$ cat src/rtl/ram_sr_pkg.sv
// Shared types and helpers for the RAM shift-register feeder.
package ram_sr_pkg;

  localparam int DATA_WIDTH_DEF = 8;

  typedef enum logic [2:0] {
    S_IDLE,
    S_STREAM,
    S_ROW_WAIT,
    S_ROW_SHIFT,
    S_DONE
  } feeder_state_t;

  // Width of a counter that must hold 0..n-1; never narrower than one bit.
  function automatic int cnt_w(input int n);
    return (n > 1) ? $clog2(n) : 1;
  endfunction

endpackage

$ cat src/rtl/ram_sr_pos_counter.sv
// Column/row position counters for the feeder; both wrap at the image edge.
module ram_sr_pos_counter
  import ram_sr_pkg::*;
#(
  parameter int IMG_WIDTH  = 10,
  parameter int IMG_HEIGHT = 8
) (
  input  logic                          clock,
  input  logic                          reset,
  input  logic                          clear,
  input  logic                          stall,
  input  logic                          col_inc,
  input  logic                          row_inc,
  output logic [cnt_w(IMG_WIDTH)-1:0]   col_idx,
  output logic [cnt_w(IMG_HEIGHT)-1:0]  row_idx,
  output logic                          col_last
);

  localparam int CW = cnt_w(IMG_WIDTH);
  localparam int RW = cnt_w(IMG_HEIGHT);
  localparam logic [CW-1:0] COL_MAX = CW'(IMG_WIDTH - 1);
  localparam logic [RW-1:0] ROW_MAX = RW'(IMG_HEIGHT - 1);

  logic row_last;

  assign col_last = (col_idx == COL_MAX);
  assign row_last = (row_idx == ROW_MAX);

  always_ff @(posedge clock) begin
    if (reset || clear) begin
      col_idx <= '0;
      row_idx <= '0;
    end else begin
      // The column only moves on an accepted pixel, which a stall already blocks.
      if (col_inc && !stall)
        col_idx <= col_last ? '0 : col_idx + CW'(1);
      if (row_inc)
        row_idx <= row_last ? '0 : row_idx + RW'(1);
    end
  end

endmodule

$ cat src/rtl/ram_sr_feeder.sv
// Upstream controller for the RAM row/column shift register of the conv front end.
// Optional macro RAM_SR_FEEDER_ZERO_PAD_EN inserts ROW_SHIFT-1 zero pixels at each row end.
module ram_sr_feeder
  import ram_sr_pkg::*;
#(
  parameter int DATA_WIDTH = DATA_WIDTH_DEF,
  parameter int IMG_WIDTH  = 10,
  parameter int IMG_HEIGHT = 8,
  parameter int ROW_SHIFT  = 3
) (
  input  logic                           clock,
  input  logic                           reset,
  input  logic                           start,
  input  logic [DATA_WIDTH-1:0]          pixel_in,
  input  logic                           pixel_valid,
  output logic                           pixel_ready,
  input  logic [DATA_WIDTH*ROW_SHIFT-1:0] row_data_in,
  input  logic                           row_data_valid,
  output logic                           row_data_ready,
  input  logic                           window_ready,
  output logic                           sr_enable,
  output logic                           sr_shift_row_up,
  output logic [DATA_WIDTH-1:0]          sr_column_shift_in,
  output logic [DATA_WIDTH*ROW_SHIFT-1:0] sr_row_shift_in,
  output logic                           window_valid,
  output logic [cnt_w(IMG_WIDTH)-1:0]    col_idx,
  output logic [cnt_w(IMG_HEIGHT)-1:0]   row_idx,
  output logic                           busy,
  output logic                           frame_done
);

  localparam int CW = cnt_w(IMG_WIDTH);
  localparam int RW = cnt_w(IMG_HEIGHT);
  localparam logic [CW-1:0] WIN_COL = CW'(ROW_SHIFT - 1);
  localparam logic [RW-1:0] WIN_ROW = RW'(ROW_SHIFT - 1);

  feeder_state_t state, state_nxt;
  logic stall, pixel_hs, row_hs, col_last, pad_issue, pad_done;

  assign stall          = window_valid && !window_ready;
  assign pixel_ready    = (state == S_STREAM) && !stall;
  assign pixel_hs       = pixel_valid && pixel_ready;
  assign row_data_ready = (state == S_ROW_WAIT) && pad_done;
  assign row_hs         = row_data_valid && row_data_ready;
  assign busy           = (state != S_IDLE);
  assign frame_done     = (state == S_DONE);

`ifdef RAM_SR_FEEDER_ZERO_PAD_EN
  localparam int PW = cnt_w(ROW_SHIFT);
  localparam logic [PW-1:0] PAD_N = PW'(ROW_SHIFT - 1);
  logic [PW-1:0] pad_cnt;

  assign pad_done  = (pad_cnt == PAD_N);
  assign pad_issue = (state == S_ROW_WAIT) && !pad_done && !stall;

  always_ff @(posedge clock) begin
    if (reset || state != S_ROW_WAIT)
      pad_cnt <= '0;
    else if (pad_issue)
      pad_cnt <= pad_cnt + PW'(1);
  end
`else
  assign pad_done  = 1'b1;
  assign pad_issue = 1'b0;
`endif

  ram_sr_pos_counter #(
    .IMG_WIDTH (IMG_WIDTH),
    .IMG_HEIGHT(IMG_HEIGHT)
  ) u_pos (
    .clock   (clock),
    .reset   (reset),
    .clear   (state == S_IDLE),
    .stall   (stall),
    .col_inc (pixel_hs),
    .row_inc (row_hs),
    .col_idx (col_idx),
    .row_idx (row_idx),
    .col_last(col_last)
  );

  always_ff @(posedge clock) begin
    if (reset)
      state <= S_IDLE;
    else
      state <= state_nxt;
  end

  always_comb begin
    state_nxt = state;
    case (state)
      S_IDLE:      if (start) state_nxt = S_STREAM;
      S_STREAM:    if (pixel_hs && col_last) state_nxt = S_ROW_WAIT;
      S_ROW_WAIT:  if (row_hs) state_nxt = S_ROW_SHIFT;
      // The row counter has already wrapped to 0 when the last frame row was shifted.
      S_ROW_SHIFT: state_nxt = (row_idx == '0) ? S_DONE : S_STREAM;
      S_DONE:      state_nxt = S_IDLE;
      default:     state_nxt = S_IDLE;
    endcase
  end

  // Shift-register drive: registered one cycle after the accepting handshake.
  always_ff @(posedge clock) begin
    if (reset) begin
      sr_enable          <= 1'b0;
      sr_shift_row_up    <= 1'b0;
      sr_column_shift_in <= '0;
      sr_row_shift_in    <= '0;
      window_valid       <= 1'b0;
    end else begin
      sr_enable       <= pixel_hs || row_hs || pad_issue;
      sr_shift_row_up <= row_hs;
      if (pixel_hs)
        sr_column_shift_in <= pixel_in;
      else if (pad_issue)
        sr_column_shift_in <= '0;
      if (row_hs)
        sr_row_shift_in <= row_data_in;
      if (pixel_hs)
        window_valid <= (col_idx >= WIN_COL) && (row_idx >= WIN_ROW);
      else if (!stall)
        window_valid <= 1'b0;
    end
  end

endmodule

$ cat config.mk
export PLATFORM = sky130hd
export DESIGN_NAME = ram_sr_feeder
export DESIGN_NICKNAME = d
export VERILOG_FILES = /design/src/rtl/ram_sr_pkg.sv /design/src/rtl/ram_sr_pos_counter.sv /design/src/rtl/ram_sr_feeder.sv
export SDC_FILE = /design/constraint.sdc
export NUM_CORES = 1
export LEC_CHECK = 0
export BUFFER_PORTS_ARGS = -buffer_cell sky130_fd_sc_hd__buf_2
export CORE_MARGIN = 1.5
export CORE_UTILIZATION = 35
export CTS_CLUSTER_SIZE = 30
export DETAILED_ROUTE_END_ITERATION = 8
export HOLD_SLACK_MARGIN = 0.15
export PLACE_DENSITY = 0.66
export SLEW_MARGIN = 20
export SYNTH_ARGS = -nofsm -noshare
export SYNTH_HDL_FRONTEND = slang
export SYNTH_HIERARCHICAL = 1
export SYNTH_SLANG_ARGS = --single-unit
$ cat constraint.sdc
create_clock -name clock -period 4.08 [get_ports clock]
set_input_delay 0.408 -clock clock [delete_from_list [all_inputs] [get_ports clock]]
set_output_delay 0.408 -clock clock [all_outputs]
set_load 0.01 [all_outputs]
==> results.yml <==
global_route:
  met1_usage: 0.1750
  grt_max_degree: 30
  grt_overflow: 0
  use_met2: 0.2361
  grt_pass1_wl_um: 6216
  grt_pass1_vias: 1431
  track_usage: 0.1448
  grt_antenna_before_repair: 0
  gr-usage-met3: 0.06098
  grt-busiest-layer: "met2"
floorplan:
  ioPinCount: 84
  rows: 25
  coreArea_um2: 4817
  dieArea_um2: 5554
  initial_core_util: 0.3717
  fp.dieH_um: 74.53
  die_w_um: 74.53
sta:
  setup_tns_ps: 0
  grt_setup_unrepaired: "false"
  hold_viol: 0
  hold_ws_ps: 347.8
  period_minus_slack_ps: 1754
  finalCritPeriodShare: 0.4300
  worst_slew_pin_slew_ps: 521.7
  finalSetupViolCount: 0
  fmax_ghz: 0.5700
  drv_slew: 0
  final.setup_skew_ps: 9.737
  slew_headroom: 0.6522
setup_path:
  cp_top_family: "simple AND/OR/NAND/NOR gates"
  critPathKind: "reg -> reg"
  crit_path_max_fanout: 13
  arrival_ps: 1980
  path_buf_inv: 1
  endpoint_kind: "flip-flop"
  worstPathCellList: "nor2b_2 > nor4_2 > buf_4 > nand4b_1 > or3_1 > a31oi_1"
  max_stage_delay_ps: 340
  critPathRequiredTime_ps: 4300
  worst_setup_path_start_kind: "flip-flop"
  cp_slowest_cell: "dfxtp_1"
clocking:
  ctsResizeCount: 0
  clkTransAtPathRegs_ps: 80
  cts_hold_buf: 0
  root_buffer: "clkbuf_8"
  clk_path_buf_depth: 2
  cts_tree: "done"
  clock_sinks: 45
  htreeDepth: 2
  cts_buffers: 5
  clk_latency_ps: 290
  cts_setup_buffers: 0
synthesis:
  syn_area_per_cell_um2: 8.650
  ys_seq_area_frac: 0.5031
  yosys_register_bits: 45
  syn-num-nets: 247
  yosys_warnings: 6
  synth_cell_types: 35
  ys.flop_type: "dfxtp_1"
  netlist_instances: 207
  syn_area_um2: 1790
  synth_edf_count: 0
  async_flop_share: 0
route:
  drc: 0
  drtPass1Iterations: 4
  wire_per_inst_um: 11.31
  finalWirelength_um: 4004
  via_per_inst: 4.483
  drt_iter0_markers: 38
  num_vias: 1587
  drt.antenna.violating_nets: 0
cells_and_area:
  seqCellArea_um2: 900.9
  final_cell_mix: "buf_2, nand2_1, dfxtp_1"
  multi_input_area_um2: 792.0
  fin_nets: 327
  diodes: 0
  fillCellCount: 513
  instances_no_fill: 354
  area_growth_pct: 30.19
  drive_gt1_frac: 0.3415
  layout_commonest_cell: "buf_2"
pwr:
  irDropWorstVdd_mv: 0.1645
  p_leak_nw: 1.042
  powerDensity_nw_per_um2: 349.6
job:
  maxCapViolCount: 0
placed_design:
  port_buffers: 83
  hpwlAfterDp_um: 2769
  dp.cells: 347
  gp_congestion: 0.7711
run_status:
  status: "complete, no violations"
worst_hold_path:
  hold_path.class: "in -> reg"
==> stage by stage <==
step	total power [mW]	util	worst slack (ps)	instance area, um^2
finish	0.8149	0.4839	2326	2331
CTS	0.8285	0.4839	2323	2331
global route	0.8509	0.4839	2214	2331
detailed placement	0.5058	0.4623	2235	2227
global placement	0.5058	0.4623	2246	2227
floorplan	0.4799	-	2440	1790
==> routing by layer <==
layer | vias up | part of all wire
met5 | - | 0
met4 | 0 | 0.0077
met3 | 4 | 0.079
met2 | 65 | 0.45
met1 | 679 | 0.47
li1 | 839 | -
==> state kept, by name (all words and copies together) (netlist names) <==
name,flops
sr_row_shift_in,24
sr_shift_row_up,1
sr_enable,1
window_valid,1
state,3
sr_column_shift_in,8
u_pos/row_idx,3
u_pos/col_idx,4
==> cells by family (layout without fill, tap and decap cells) <==
group | count (synthesis) | in the layout | synth area share
and+or+nand+nor | 98 | 98 | 0.2565
xor gates and xnor gates | 2 | 2 | 0.009785
buffers and inverters | 16 | 96 | 0.05451
muxes | 11 | 11 | 0.06220
AOI/OAI and AO/OA | 33 | 33 | 0.09993
DFF | 45 | 45 | 0.5031
adders and majority gates | 2 | 2 | 0.01397
==> cells in the mapped netlist, drive strengths merged, types with 2 or more instances <==
cell | number | area [um^2]
nor2b | 5 | 33.78
xnor2 | 2 | 17.52
a21oi | 26 | 130.1
o21ai | 2 | 10.01
nand2 | 66 | 247.7
o21a | 2 | 15.01
mux2i | 10 | 100.1
dfxtp | 45 | 900.9
nor3 | 4 | 20.02
nor4b | 2 | 17.52
nand3b | 3 | 22.52
clkbuf | 3 | 11.26
ha | 2 | 25.02
nor2 | 8 | 30.03
buf | 9 | 66.31
clkinv | 2 | 7.510
inv | 2 | 12.51
==> worst min-delay path, stage by stage <==
cell,delay [ps]
buf_2,100
nand2_1,50
a21oi_1,50
==> worst paths after layout <==
kind	startpoint	to	slack (ps)	depth (start not counted)
worst min-delay path	row_data_in[7]	sr_row_shift_in[7]$_SDFFE_PP0P_	350	3
worst min register to register	sr_row_shift_in[21]$_SDFFE_PP0P_	sr_row_shift_in[21]$_SDFFE_PP0P_	450	2
worst max register to register	window_valid$_SDFFE_PP0P_	u_pos/col_idx[3]$_SDFFE_PP0P_	2330	6
worst max-delay path	window_valid$_SDFFE_PP0P_	u_pos/col_idx[3]$_SDFFE_PP0P_	2330	6
==> power breakdown <==
part	switching, mW	total [mW]	leakage [nW]	internal [mW]
Sequential	0.00339	0.447	0.364	0.444
Combinational	0.0246	0.0484	0.625	0.0238
Clock	0.142	0.320	0.0540	0.178
Total	0.169	0.815	1.04	0.645
==> cell type report <==
cell class                 count  share of cell area
sequential                    45              0.3865
multi-input combinational    146              0.3398
timing repair buffer          85              0.1846
tap                           67             0.03596
clock buffer                   5             0.02952
clock inverter                 2             0.01503
inverter                       4            0.008588
Power figures use the tool's default switching activity.
